## config.mk

```make
export PLATFORM = sky130hd
export DESIGN_NAME = instr_sequencer
export DESIGN_NICKNAME = d
export VERILOG_FILES = /design/src/rtl/instr_sequencer_pkg.sv /design/src/rtl/instr_decode.sv /design/src/rtl/instr_sequencer.sv
export SDC_FILE = /design/constraint.sdc
export NUM_CORES = 1
export LEC_CHECK = 0
export ABC_AREA = 1
export BUFFER_PORTS_ARGS = -buffer_cell sky130_fd_sc_hd__buf_4
export CAP_MARGIN = 10
export CORE_MARGIN = 4
export CORE_UTILIZATION = 42
export DETAILED_ROUTE_END_ITERATION = 6
export PLACE_DENSITY = 0.74
export SYNTH_ARGS = -nofsm -noshare
export SYNTH_HDL_FRONTEND = slang
export SYNTH_SLANG_ARGS = --single-unit
```

## constraint.sdc

```tcl
create_clock -name Clock -period 3.4 [get_ports Clock]
set_input_delay 1.02 -clock Clock [delete_from_list [all_inputs] [get_ports Clock]]
set_output_delay 1.02 -clock Clock [all_outputs]
set_load 0.02 [all_outputs]
```

## src/rtl/instr_sequencer_pkg.sv

```systemverilog
`default_nettype none
// ============================================================================
// Module      : instr_sequencer_pkg
// Description : Shared types and constants for the instruction sequencer.
//               Contents: FSM state encoding, opcode and ALU operation codes,
//               control strobe bundle and its state decoder, and the default
//               handshake timeout.
// Revision    : 1.0 - initial release
// ============================================================================
package instr_sequencer_pkg;

  // FSM states, 4-bit encoding (also exported on the debug `state` port)
  typedef enum logic [3:0] {
    ST_IDLE  = 4'd0,
    ST_T0    = 4'd1,
    ST_T1    = 4'd2,
    ST_T2    = 4'd3,
    ST_T3    = 4'd4,
    ST_T4    = 4'd5,
    ST_T5    = 4'd6,
    ST_DONE  = 4'd7,
    ST_FAULT = 4'd8
  } state_t;

  // Opcodes taken from IR[31:27]
  localparam logic [4:0] OP_ADD  = 5'd3;
  localparam logic [4:0] OP_SUB  = 5'd4;
  localparam logic [4:0] OP_AND  = 5'd5;
  localparam logic [4:0] OP_OR   = 5'd6;
  localparam logic [4:0] OP_ADDI = 5'd12;
  localparam logic [4:0] OP_ANDI = 5'd13;
  localparam logic [4:0] OP_ORI  = 5'd14;

  // ALU operation codes; ALU_OR must stay 3 to match the existing ALU
  localparam int ALU_ADD = 1;
  localparam int ALU_SUB = 2;
  localparam int ALU_OR  = 3;
  localparam int ALU_AND = 4;

  localparam int WAIT_MAX_DEFAULT = 64;

  // DataPath control strobes driven by the sequencer
  typedef struct packed {
    logic pc_out;
    logic inc_pc;
    logic mar_in;
    logic read;
    logic mdr_in;
    logic mdr_out;
    logic ir_in;
    logic gra;
    logic grb;
    logic grc;
    logic r_out;
    logic r_in;
    logic ba_out;
    logic ry_in;
    logic imm_out;
    logic rz_in;
    logic rzlo_out;
  } ctrl_t;

  // Strobe set for a given state; imm_form selects the T4 operand source.
  function automatic ctrl_t ctrl_decode(input state_t s, input logic imm_form);
    ctrl_t c;
    c = '0;
    case (s)
      ST_T0: c.inc_pc = 1'b1;
      ST_T1: begin
        c.pc_out = 1'b1;
        c.mar_in = 1'b1;
        c.read   = 1'b1;
        c.mdr_in = 1'b1;
      end
      ST_T2: begin
        c.mdr_out = 1'b1;
        c.ir_in   = 1'b1;
      end
      ST_T3: begin
        c.grb    = 1'b1;
        c.ba_out = 1'b1;
        c.r_out  = 1'b1;
        c.ry_in  = 1'b1;
      end
      ST_T4: begin
        c.rz_in = 1'b1;
        if (imm_form) begin
          c.imm_out = 1'b1;
        end else begin
          c.grc   = 1'b1;
          c.r_out = 1'b1;
        end
      end
      ST_T5: begin
        c.rzlo_out = 1'b1;
        c.gra      = 1'b1;
        c.r_in     = 1'b1;
      end
      default: c = '0;
    endcase
    return c;
  endfunction

endpackage
`default_nettype wire

```

## src/rtl/instr_decode.sv

```systemverilog
`default_nettype none
// ============================================================================
// Module      : instr_decode
// Description : Combinational opcode decoder.
//               opcode   in  [4:0]     IR[31:27]
//               valid    out           opcode is supported
//               imm_form out           immediate-form (operand from Immout)
//               alu_op   out [OPW-1:0] ALU operation select
// Revision    : 1.0 - initial release
// ============================================================================
module instr_decode
  import instr_sequencer_pkg::*;
#(
  parameter int OPW = 6
) (
  input  logic [4:0]     opcode,
  output logic           valid,
  output logic           imm_form,
  output logic [OPW-1:0] alu_op
);

  always_comb begin
    valid    = 1'b1;
    imm_form = 1'b0;
    alu_op   = '0;
    case (opcode)
      OP_ADD:  alu_op = OPW'(ALU_ADD);
      OP_SUB:  alu_op = OPW'(ALU_SUB);
      OP_AND:  alu_op = OPW'(ALU_AND);
      OP_OR:   alu_op = OPW'(ALU_OR);
      OP_ADDI: begin alu_op = OPW'(ALU_ADD); imm_form = 1'b1; end
      OP_ANDI: begin alu_op = OPW'(ALU_AND); imm_form = 1'b1; end
      OP_ORI:  begin alu_op = OPW'(ALU_OR);  imm_form = 1'b1; end
      default: valid = 1'b0;
    endcase
  end

endmodule
`default_nettype wire

```

## src/rtl/instr_sequencer.sv

```systemverilog
`default_nettype none
// ============================================================================
// Module      : instr_sequencer
// Description : Control-step sequencer for register- and immediate-form ALU
//               instructions. Fetch T0-T2, execute T3-T5, with bounded
//               memFinished / finished handshake waits.
// Ports       : Clock, clear (async active-low), run, opcode[4:0],
//               memFinished, finished -> fetch/execute strobes, start,
//               opSelect[OPW-1:0], done, fault, state[3:0].
// Config      : INSTR_SEQUENCER_SINGLE_STEP_EN adds input `step`; non-wait
//               states advance only when step=1 and the wait timeout counts
//               only on step cycles.
// Revision    : 1.0 - initial release
// ============================================================================
module instr_sequencer
  import instr_sequencer_pkg::*;
#(
  parameter int OPW      = 6,
  parameter int WAIT_MAX = WAIT_MAX_DEFAULT
) (
  input  logic           Clock,
  input  logic           clear,
  input  logic           run,
`ifdef INSTR_SEQUENCER_SINGLE_STEP_EN
  input  logic           step,
`endif
  input  logic [4:0]     opcode,
  input  logic           memFinished,
  input  logic           finished,
  output logic           PCout,
  output logic           IncPC,
  output logic           MARin,
  output logic           Read,
  output logic           MDRin,
  output logic           MDRout,
  output logic           IRin,
  output logic           Gra,
  output logic           Grb,
  output logic           Grc,
  output logic           Rout,
  output logic           Rin,
  output logic           BAout,
  output logic           RYin,
  output logic           Immout,
  output logic           RZin,
  output logic           RZLOout,
  output logic           start,
  output logic [OPW-1:0] opSelect,
  output logic           done,
  output logic           fault,
  output logic [3:0]     state
);

  localparam int c_CNT_W = $clog2(WAIT_MAX);

  state_t             r_state;
  state_t             w_next;
  logic [c_CNT_W-1:0] r_wait_cnt;
  logic [c_CNT_W-1:0] w_wait_cnt_nxt;
  logic               w_timeout;
  logic               w_step;

  logic               w_dec_valid;
  logic               w_dec_imm;
  logic [OPW-1:0]     w_dec_op;
  logic               r_imm_form;
  logic [OPW-1:0]     r_alu_op;
  logic               w_imm_sel;
  logic [OPW-1:0]     w_op_sel;

  ctrl_t              w_ctrl;
  logic               w_start;
  logic               w_done;
  logic [OPW-1:0]     w_op_out;

  ctrl_t              r_ctrl;
  logic               r_start;
  logic               r_done;
  logic               r_fault;
  logic [OPW-1:0]     r_op_sel;

`ifdef INSTR_SEQUENCER_SINGLE_STEP_EN
  assign w_step = step;
`else
  assign w_step = 1'b1;
`endif

  instr_decode #(.OPW(OPW)) u_decode (
    .opcode   (opcode),
    .valid    (w_dec_valid),
    .imm_form (w_dec_imm),
    .alu_op   (w_dec_op)
  );

  // Last held cycle allowed before a missing handshake becomes a fault.
  assign w_timeout = (r_wait_cnt == c_CNT_W'(WAIT_MAX - 1));

  // On the T3->T4 transition the live decode is used; afterwards the
  // captured copy keeps T4/T5 stable even if opcode changes.
  assign w_imm_sel = (r_state == ST_T3) ? w_dec_imm : r_imm_form;
  assign w_op_sel  = (r_state == ST_T3) ? w_dec_op  : r_alu_op;

  // Next state and next (to-be-registered) outputs
  always_comb begin
    w_next         = r_state;
    w_wait_cnt_nxt = r_wait_cnt;
    unique case (r_state)
      ST_IDLE: if (run && w_step) w_next = ST_T0;
      ST_T0: if (w_step) begin
        w_next         = ST_T1;
        w_wait_cnt_nxt = '0;
      end
      ST_T1: begin
        if (memFinished) begin
          w_next = ST_T2;
        end else if (w_step) begin
          if (w_timeout) w_next = ST_FAULT;
          else           w_wait_cnt_nxt = r_wait_cnt + c_CNT_W'(1);
        end
      end
      ST_T2: if (w_step) w_next = ST_T3;
      ST_T3: if (w_step) begin
        if (w_dec_valid) begin
          w_next         = ST_T4;
          w_wait_cnt_nxt = '0;
        end else begin
          w_next = ST_FAULT;
        end
      end
      ST_T4: begin
        // finished is ignored during the start-pulse cycle
        if (!r_start && finished) begin
          w_next = ST_T5;
        end else if (w_step) begin
          if (w_timeout) w_next = ST_FAULT;
          else           w_wait_cnt_nxt = r_wait_cnt + c_CNT_W'(1);
        end
      end
      ST_T5: if (w_step) w_next = ST_DONE;
      ST_DONE: if (w_step) w_next = run ? ST_T0 : ST_IDLE;
      ST_FAULT: w_next = ST_FAULT;
      default: w_next = ST_FAULT;
    endcase

    w_ctrl   = ctrl_decode(w_next, w_imm_sel);
    w_start  = (w_next == ST_T4) && (r_state != ST_T4);
    w_done   = (w_next == ST_DONE);
    w_op_out = ((w_next == ST_T4) || (w_next == ST_T5)) ? w_op_sel : '0;
  end

  always_ff @(posedge Clock or negedge clear) begin
    if (!clear) begin
      r_state    <= ST_IDLE;
      r_wait_cnt <= '0;
      r_imm_form <= 1'b0;
      r_alu_op   <= '0;
      r_ctrl     <= '0;
      r_start    <= 1'b0;
      r_done     <= 1'b0;
      r_fault    <= 1'b0;
      r_op_sel   <= '0;
    end else begin
      r_state    <= w_next;
      r_wait_cnt <= w_wait_cnt_nxt;
      if (r_state == ST_T3) begin
        r_imm_form <= w_dec_imm;
        r_alu_op   <= w_dec_op;
      end
      r_ctrl     <= w_ctrl;
      r_start    <= w_start;
      r_done     <= w_done;
      r_fault    <= r_fault | (w_next == ST_FAULT);
      r_op_sel   <= w_op_out;
    end
  end

  assign PCout    = r_ctrl.pc_out;
  assign IncPC    = r_ctrl.inc_pc;
  assign MARin    = r_ctrl.mar_in;
  assign Read     = r_ctrl.read;
  assign MDRin    = r_ctrl.mdr_in;
  assign MDRout   = r_ctrl.mdr_out;
  assign IRin     = r_ctrl.ir_in;
  assign Gra      = r_ctrl.gra;
  assign Grb      = r_ctrl.grb;
  assign Grc      = r_ctrl.grc;
  assign Rout     = r_ctrl.r_out;
  assign Rin      = r_ctrl.r_in;
  assign BAout    = r_ctrl.ba_out;
  assign RYin     = r_ctrl.ry_in;
  assign Immout   = r_ctrl.imm_out;
  assign RZin     = r_ctrl.rz_in;
  assign RZLOout  = r_ctrl.rzlo_out;
  assign start    = r_start;
  assign opSelect = r_op_sel;
  assign done     = r_done;
  assign fault    = r_fault;
  assign state    = r_state;

endmodule
`default_nettype wire

```

==> out/qor.csv, run 1 <==
metric,value,unit
status,completed,
# IOs,40,
layout cells sized above 1,28.19,%
DR vias/cell,4.780,
Finished Core Util,53.83,%
arrival time worst endpoint,0.95,ns
synthesized net count,232,
# resized after CTS,0,
CP Capture Type,primary output,
VDD IR max,252.6,µV
Seq cells post-synth,35,
Power Density,347.7,nW/µm²
Yosys top cell area share,48.31,%
"Hold Vio Cnt, Final",0,
DP Cell Count,301,
wire per inst,11.38,µm
max-slew violation count,0,
Site Rows,23,
setup clock skew after layout,0.005003,ns
CP max-delay cell,dfrtp_1,
HP Start,r_alu_op[2],
metal3 WL,308,µm
setup_tns,0,ns
Routed Antenna Nets,0,
vias,1477,
critical setup path kind,reg2out,
Max Cap Viol,0,
top area cells in the synthesized netlist,"dfrtp_1 48%, nand2_1 11%, inv_1 8.3%",
Post-Route WL,3517,µm
CP max FO,6,
Leakage,0.001239,µW
"most common cell after layout, fill and taps aside",nand2_1,
worst r2r src,r_wait_cnt[0],
H-tree Lvls,2,
Synth Cell Area,1813,µm²
Core ar.,4086,µm²
Final GP Congestion,0.8786,
RSZ-0062 raised after global routing,false,
crit start category,flop,
Remaining DRCs,0,
width of the die,73.70,µm
Synth cell types,26,
met1 WL,1551,µm
setup bufs post-CTS,0,
area grow syn2layout,21.33,%
clk sinks,35,
diode count,0,
clock tree buffer depth,2,
total power,764.9,µW
post-synthesis sequential area ratio,48.31,%
cell chain of the critical path,buf_4,
nets@finish,269,
most frequent cells in the layout,"51 x nand2_1, 40 x inv_1, 39 x buf_4",
pin count of the biggest net entering global routing,36,
worst slew pin tran,0.4649,ns
hold buffers post-CTS,0,
TritonCTS Buffers,5,
Hold Crit Class,reg2reg,
Top Layer Used,met4,
post-detail-place hpwl,2606,µm
Post-Syn Area per Cell,8.204,µm²
fin crit share,57.92,%
max_slew headroom,68.94,%
Synth area leader,dfrtp_1,
Layout Cells excl Fill,309,
1st-pass router iterations,4,
final setup vio count,0,
Starting Density,44.37,%
clock latency on the worst-skew pair,0.29,ns
die height,73.70,µm
port bufs,39,
R2R Setup Slk,1.70,ns
total track usage,14.24,%
Initial DRC Count,93,
initial antenna violation count,0,
synthesized instance count,221,
GR Overflow Total,0,
Max stage delay on crit path,0.47,ns
Yosys warning count,0,
Crit path buffers/inverters,1,
via count of the first global-routing pass,1376,
met2 WL,1553,µm
die area,5432,µm²
CTS tree,yes,
first-pass GRT wire length,5913,µm
worst hold slack,0.4872,ns
CP required,2.38,ns
Worst-path clk slew,0.07,ns
cell family with most CP delay,flip-flops,
CP startpoint,state[1],
Clock Tree Root,clkbuf_8,
FMAX,0.5078,GHz
post-route minimum period,1.969,ns
## through the flow
stage | setup slack, ns | cell area, µm²
after global placement | 1.270 | 2101
after detailed placement | 1.256 | 2101
after global routing | 1.390 | 2200
after floorplan | 1.523 | 1813
after CTS | 1.415 | 2200
final | 1.431 | 2200
## worst paths after layout
| path | end | cells past startpoint |
|---|---|---|
| setup reg to reg | opSelect[0] | 8 |
| min in group asynchronous | opSelect[5] | 1 |
| hold / removal | r_alu_op[2] | 2 |
| max in group asynchronous | IRin | 1 |
| hold reg to reg | r_alu_op[2] | 2 |
| setup / recovery | state[1] | 1 |
## cell usage after synthesis
master,count
o21ai_0,2
nor3_2,3
inv_1,40
xnor2_1,1
a21oi_1,4
nor2_2,5
o22ai_2,1
o21bai_1,1
dfrtp_1,35
nand3_4,1
and2_1,1
nand3_1,13
o211ai_1,2
o21ai_1,1
nand2_2,4
buf_4,9
nand2_1,51
nand2_4,2
nand4_1,10
a21boi_0,1
ha_1,1
nor2_1,23
nor2_4,3
inv_2,5
o21ai_2,1
nand4_4,1
## registers in the layout, summed over array words and instances, names as in the netlist, 4 cells and up
register / flops
opSelect: 6
r_wait_cnt: 6
r_alu_op: 6
state: 4
## layer usage
layer | vias to the layer above | track usage, %
met2 | 52 | 22.15
met3 | 9 | 4.378
li1 | 745 | -
met4 | 0 | 7.847
met1 | 671 | 17.48
met5 | - | 0
## tightest hold or removal path: cells and delay by family (launching register included)
kind | cells | cell delay [ns]
flops | 1 | 0.33
simple gates | 2 | 0.13
## cell type report
class	count	area, µm²
clock inverter	2	16.27
clock buffer	6	82.58
timing repair buffer	39	292.8
multi-input combinational	132	700.7
inverter	45	168.9
fill	403	1887
sequential	35	875.8
tap	50	62.56
## where the power goes
part / total, µW / switching [µW] / leakage (µW) / internal [µW]
sequential: 417 / 0.0976 / 0.000468 / 416
clock: 321 / 156 / 0.0000474 / 165
combinational: 26.9 / 17.1 / 0.000724 / 9.86
total: 765 / 173 / 0.00124 / 592
## logic make-up after synthesis
kind of cell    after synthesis  synth area share [%]
simple gates                117                 32.71
buf+inv                      54                 13.04
flops                        35                 48.31
compound gates               13                 4.762
xor+xnor                      1                0.4832
fa+ha+maj                     1                0.6900
No activity file was read; power rests on OpenSTA's default activity.
==> inputs of run 2 (changes only) <==
clock period = 2.05 ns   (was 3.4 ns; I/O delays follow)
==> run 2 against run 1 <==
Critical path type is now reg2reg. Via count shrank 1.0%. Final cell count is the same. Worst hold slack lost 0.21 ns.
==> out/qor.csv, run 2 (synthesis gave the netlist of run 1 again) <==
metric,value,unit,change
area grow syn2layout,22.15,%,
worst hold slack,0.2756,ns,-0.2116 ns
CP Capture Type,flop,,
worst slew pin tran,0.4294,ns,-0.03550 ns
max_slew headroom,71.38,%,+2.4 points
most frequent cells in the layout,"51 x nand2_1, 40 x inv_1, 40 x buf_4",,
H-tree Lvls,2,,unchanged
Routed Antenna Nets,0,,unchanged
width of the die,73.70,µm,unchanged
initial antenna violation count,0,,unchanged
Site Rows,23,,unchanged
Initial DRC Count,114,,+23%
die area,5432,µm²,unchanged
metal3 WL,258,µm,-16%
clock latency on the worst-skew pair,0.28,ns,about the same
Remaining DRCs,0,,unchanged
Leakage,0.001248,µW,+0.67%
DR vias/cell,4.731,,-1.0%
Max Cap Viol,0,,unchanged
CP startpoint,r_wait_cnt[0],,
worst r2r dst,opSelect[0],,
RSZ-0062 raised after global routing,false,,
met2 WL,1632,µm,+5.1%
port bufs,39,,unchanged
layout cells sized above 1,28.19,%,unchanged
setup_tns,0,ns,unchanged
Worst-path clk slew,0.07,ns,about the same
fin crit share,84.24,%,
Top Layer Used,met4,,
post-placement cell area,2108,µm²,+0.36%
# IOs,40,,unchanged
setup bufs post-CTS,0,,unchanged
CP max FO,6,,unchanged
crit start category,flop,,
Clock Tree Root,clkbuf_8,,
arrival time worst endpoint,1.88,ns,+0.93 ns
hold buffers post-CTS,0,,unchanged
Core ar.,4086,µm²,unchanged
Power Density,599.1,nW/µm²,+72%
clock tree buffer depth,2,,unchanged
VDD IR max,274.2,µV,+8.6%
max-slew violation count,0,,unchanged
met1 WL,1617,µm,+4.3%
die height,73.70,µm,unchanged
post-detail-place hpwl,2683,µm,+2.9%
R2R Setup Slk,0.32,ns,-1.38 ns
1st-pass router iterations,4,,unchanged
worst r2r src,r_wait_cnt[0],,
GR Overflow Total,0,,unchanged
R2R depth,8,,unchanged
Hold Crit Class,in2async,,
vias,1462,,-1.0%
"Hold Vio Cnt, Final",0,,unchanged
total track usage,14.30,%,+0.057 points
Post-Route WL,3557,µm,+1.1%
wire per inst,11.51,µm,+1.1%
status,completed,,
pin count of the biggest net entering global routing,36,,unchanged
diode count,0,,unchanged
final setup vio count,0,,unchanged
nets@finish,270,,+0.37%
critical setup path kind,reg2reg,,
# resized after CTS,0,,unchanged
first-pass GRT wire length,6037,µm,+2.1%
CP required,2.21,ns,-0.17 ns
setup clock skew after layout,0.006022,ns,+0.001019 ns
FMAX,0.5791,GHz,
via count of the first global-routing pass,1419,,+3.1%
final instance area,2215,µm²,+0.68%
Starting Density,44.37,%,unchanged
post-route minimum period,1.727,ns,
CTS tree,yes,,
clk sinks,35,,unchanged
"most common cell after layout, fill and taps aside",nand2_1,,
Final GP Congestion,0.8803,,+0.19%
TritonCTS Buffers,5,,unchanged
-- run 2: cell count changes in the layout (fill, tap and decap cells not counted) --
cell,before,now
clkbuf_8,6,5
clkinv_4,1,0
buf_4,39,40
bufinv_16,0,1
-- run 2: worst max-delay path by stage --
stage | to | slack, ns | depth (start not counted)
2_1_floorplan | opSelect[2] | 0.58 | 7
6_report | opSelect[0] | 0.32 | 8
4_1_cts | opSelect[1] | 0.34 | 8
3_3_place_gp | MARin | 0.32 | 8
5_1_grt | opSelect[0] | 0.17 | 8
3_5_place_dp | MARin | 0.31 | 8
-- run 2: power by group --
| part | leakage (µW) | internal, µW | switching (µW) | total, µW |
|---|---|---|---|---|
| Clock | 0.0000502 | 355 | 236 | 591 |
| Combinational | 0.000729 | 16.4 | 28.3 | 44.7 |
| Sequential | 0.000468 | 691 | 0.182 | 691 |
-- run 2: layout make-up --
cell class                 count  area [µm²]
clock buffer                   5       68.82
clock inverter                 2       37.54
fill                         393        1872
inverter                      45       168.9
multi-input combinational    132       700.7
sequential                    35       875.8
tap                           50       62.56
timing repair buffer          40       300.3
-- run 2: critical path, stage by stage (launching register included) --
cell and delay (ns):
dfrtp_1 0.44, ha_1 0.24, nand3_1 0.12, nor2_2 0.24
nor2_1 0.07, nand2_1 0.13, nand2_2 0.10, nor2_4 0.19
nor2_1 0.06
-- run 2: metrics by stage --
stage	util (%)	total power, µW	std cells	worst slack [ns]
global placement	51.59	749.4	302	0.3186
finish	54.19	1327	309	0.3230
detailed placement	51.59	750.1	302	0.3120
global route	54.19	1374	309	0.1748
floorplan	-	717.5	221	0.5784
CTS	54.19	1349	309	0.3355
-- run 2: per-layer routing --
layer / GRT usage (%) / vias up
met1: 18.78 / 663
met3: 3.010 / 5
met5: 0 / -
met2: 22.64 / 46
met4: 6.237 / 0
li1: - / 748
==> inputs of run 3 (changes only) <==
ABC_AREA = 0   (was 1)
PLACE_DENSITY = 0.75   (was 0.74)
clock period = 1.7 ns   (was 2.05 ns; I/O delays follow)
==> run 3 against run 2 <==
Register-to-register slack got worse by 0.58 ns. Highest routed layer unchanged. Sequential cell count unchanged. Largest cell class is now multi-input gates. The flow now finishes with violations (negative setup slack). Total power increased by 19%. Largest power group unchanged.
==> out/qor.csv, run 3 <==
metric,value,unit,change
Initial DRC Count,106,,-7.0%
TritonCTS Buffers,5,,unchanged
clock latency on the worst-skew pair,0.30,ns,+0.02 ns
status,"finished, violations left",,
synthesized instance count,168,,-24%
Max Cap Viol,0,,unchanged
die height,72.26,µm,-2.0%
port bufs,39,,unchanged
fin crit share,115.3,%,+31 points
clock tree buffer depth,2,,unchanged
final setup margin,-0.2606,ns,-0.5836 ns
setup_tns,-3.021,ns,-3.021 ns
Synth Cell Area,1734,µm²,-4.3%
max-slew violation count,0,,unchanged
Starting Density,43.35,%,-1.0 points
arrival time worst endpoint,2.13,ns,+0.25 ns
met2 WL,2296,µm,+41%
critical setup path kind,reg2reg,,
post-detail-place hpwl,3104,µm,+16%
wire per inst,16.35,µm,+42%
Yosys top cell area share,50.51,%,+2.2 points
vias,1620,,+11%
Finished Core Util,66.09,%,+12 points
die area,5221,µm²,-3.9%
worst slew pin tran,0.4315,ns,+0.002141 ns
worst r2r src,state[3],,
Post-Syn Area per Cell,10.32,µm²,+26%
Remaining DRCs,0,,unchanged
Post-synth ARST share,100.0,%,unchanged
width of the die,72.26,µm,-2.0%
metal3 WL,413,µm,+60%
violated checks,negative setup slack,,
# IOs,40,,unchanged
Clock Tree Root,clkbuf_8,,
total track usage,18.55,%,+4.2 points
first-pass GRT wire length,7355,µm,+22%
via count of the first global-routing pass,1536,,+8.2%
crit start category,flop,,
clk sinks,35,,unchanged
post-route minimum period,1.961,ns,+0.2336 ns
CP Capture Type,flop,,
CTS tree,yes,,
VDD IR max,493.2,µV,+80%
RSZ-0062 raised after global routing,true,,
max_slew headroom,71.23,%,-0.14 points
Post-Route WL,4773,µm,+34%
CP required,1.87,ns,-0.34 ns
synthesized net count,179,,-23%
Worst-path clk slew,0.08,ns,about the same
Final GP Congestion,0.9098,,+3.4%
nets@finish,252,,-6.7%
number of synthesized flops with an enable pin,0,,unchanged
most frequent cells in the layout,"79 x buf_4, 32 x dfrtp_1, 8 x inv_1, 8 x nand2_1",,
Synth top cells by count,"35 x dfrtp_1, 10 x nand2_1, 10 x nor2b_1",,
Hold Crit Class,in2async,,
GR Overflow Total,0,,unchanged
hold buffers post-CTS,0,,unchanged
R2R depth,7,,-1
Yosys warning count,0,,unchanged
Seq cells post-synth,35,,unchanged
pin count of the biggest net entering global routing,36,,unchanged
top area cells in the synthesized netlist,"dfrtp_1 51%, nor2b_1 3.6%, buf_4 3.5%",,
H-tree Lvls,2,,unchanged
1st-pass router iterations,4,,unchanged
Power Density,595.5,nW/µm²,-0.59%
DR vias/cell,5.548,,+17%
"most common cell after layout, fill and taps aside",buf_4,,
Routed Antenna Nets,0,,unchanged
CP max FO,3,,-3
most numerous cell in the Yosys netlist,dfrtp_1,,
initial antenna violation count,0,,unchanged
setup clock skew after layout,0.008563,ns,+0.002541 ns
Core ar.,4000,µm²,-2.1%
worst r2r dst,IncPC,,
Leakage,0.001213,µW,-2.8%
area grow syn2layout,52.45,%,
met1 WL,1908,µm,+18%
Synth area leader,dfrtp_1,,
FMAX,0.5101,GHz,-12%
"Hold Vio Cnt, Final",0,,unchanged
Site Rows,23,,unchanged
post-synthesis sequential area ratio,50.51,%,+2.2 points
R2R Setup Slk,-0.26,ns,-0.58 ns
diode count,0,,unchanged
Synth cell types,50,,+92%
Top Layer Used,met4,,
final setup vio count,22,,+22
layout cells sized above 1,52.48,%,+24 points
Main synth FF type,dfrtp_1,,
## run 3: routing by layer
metal / vias up / GRT usage, %
met5: - / 0
met4: 0 / 7.933
met3: 15 / 5.125
met2: 77 / 28.11
met1: 781 / 24.91
li1: 747 / -
## run 3: what timing repair did
item / in CTS / in global routing
gates resized for setup: 16 / 24
endpoints found under the setup margin: 23 / 26
pin swaps: 6 / 5
setup buffers: 5 / 3
## run 3: worst max path at each step
| stage | to | start | cells after the start | slack (ns) |
|---|---|---|---|---|
| 6_report | IncPC | state[3] | 7 | -0.26 |
| 5_1_grt | IncPC | state[3] | 7 | -0.29 |
| 4_1_cts | Rout | state[3] | 5 | -0.21 |
| 3_5_place_dp | r_wait_cnt[2] | state[0] | 6 | -0.22 |
| 3_3_place_gp | r_wait_cnt[4] | state[0] | 6 | -0.23 |
| 2_1_floorplan | Rout | state[0] | 6 | -0.36 |
## run 3: where the power goes
| group | switching [µW] | total (µW) | internal (µW) |
|---|---|---|---|
| sequential | 0 | 832 | 832 |
| clock | 325 | 655 | 331 |
| combinational | 51.6 | 87.3 | 35.7 |
## run 3: cell families (layout without fill, tap and decap cells)
group,Yosys count,after routing,synth area share (%)
compound gates,38,38,15.66
xor+xnor,1,1,0.5051
fa+ha+maj,1,1,0.7214
buf+inv,24,98,7.504
flops,35,35,50.51
mux,1,1,0.5772
simple gates,68,68,24.53
## run 3: area by class of cell
class / count / area, µm²
Fill cell: 304 / 1356
Timing Repair Buffer: 82 / 626.9
Inverter: 8 / 30.03
Clock buffer: 6 / 82.58
Tap cell: 50 / 62.56
Clock inverter: 2 / 16.27
Sequential cell: 35 / 879.6
Multi-Input combinational cell: 109 / 945.9
## run 3: per-stage QoR
| stage | total power (µW) | setup WS [ns] | instance area [µm²] | instances | hold slack [ns] |
|---|---|---|---|---|---|
| after floorplan | 866.2 | -0.3590 | 1769 | 168 | 0.2144 |
| after global placement | 924.2 | -0.2257 | 2287 | 277 | 0.4433 |
| after detailed placement | 925.1 | -0.2250 | 2287 | 277 | 0.4501 |
| after CTS | 1588 | -0.2069 | 2516 | 290 | 0.1620 |
| after global routing | 1640 | -0.2884 | 2644 | 292 | 0.1833 |
| final | 1574 | -0.2606 | 2644 | 292 | 0.1482 |
## run 3: worst max-delay path, cell delays in order (launching register included)
cell      delay (ns)
dfrtp_1         0.38
or4b_4          0.55
buf_4           0.17
a211oi_4        0.25
buf_4           0.17
a21oi_2         0.03
or3b_4          0.24
nor3b_2         0.04
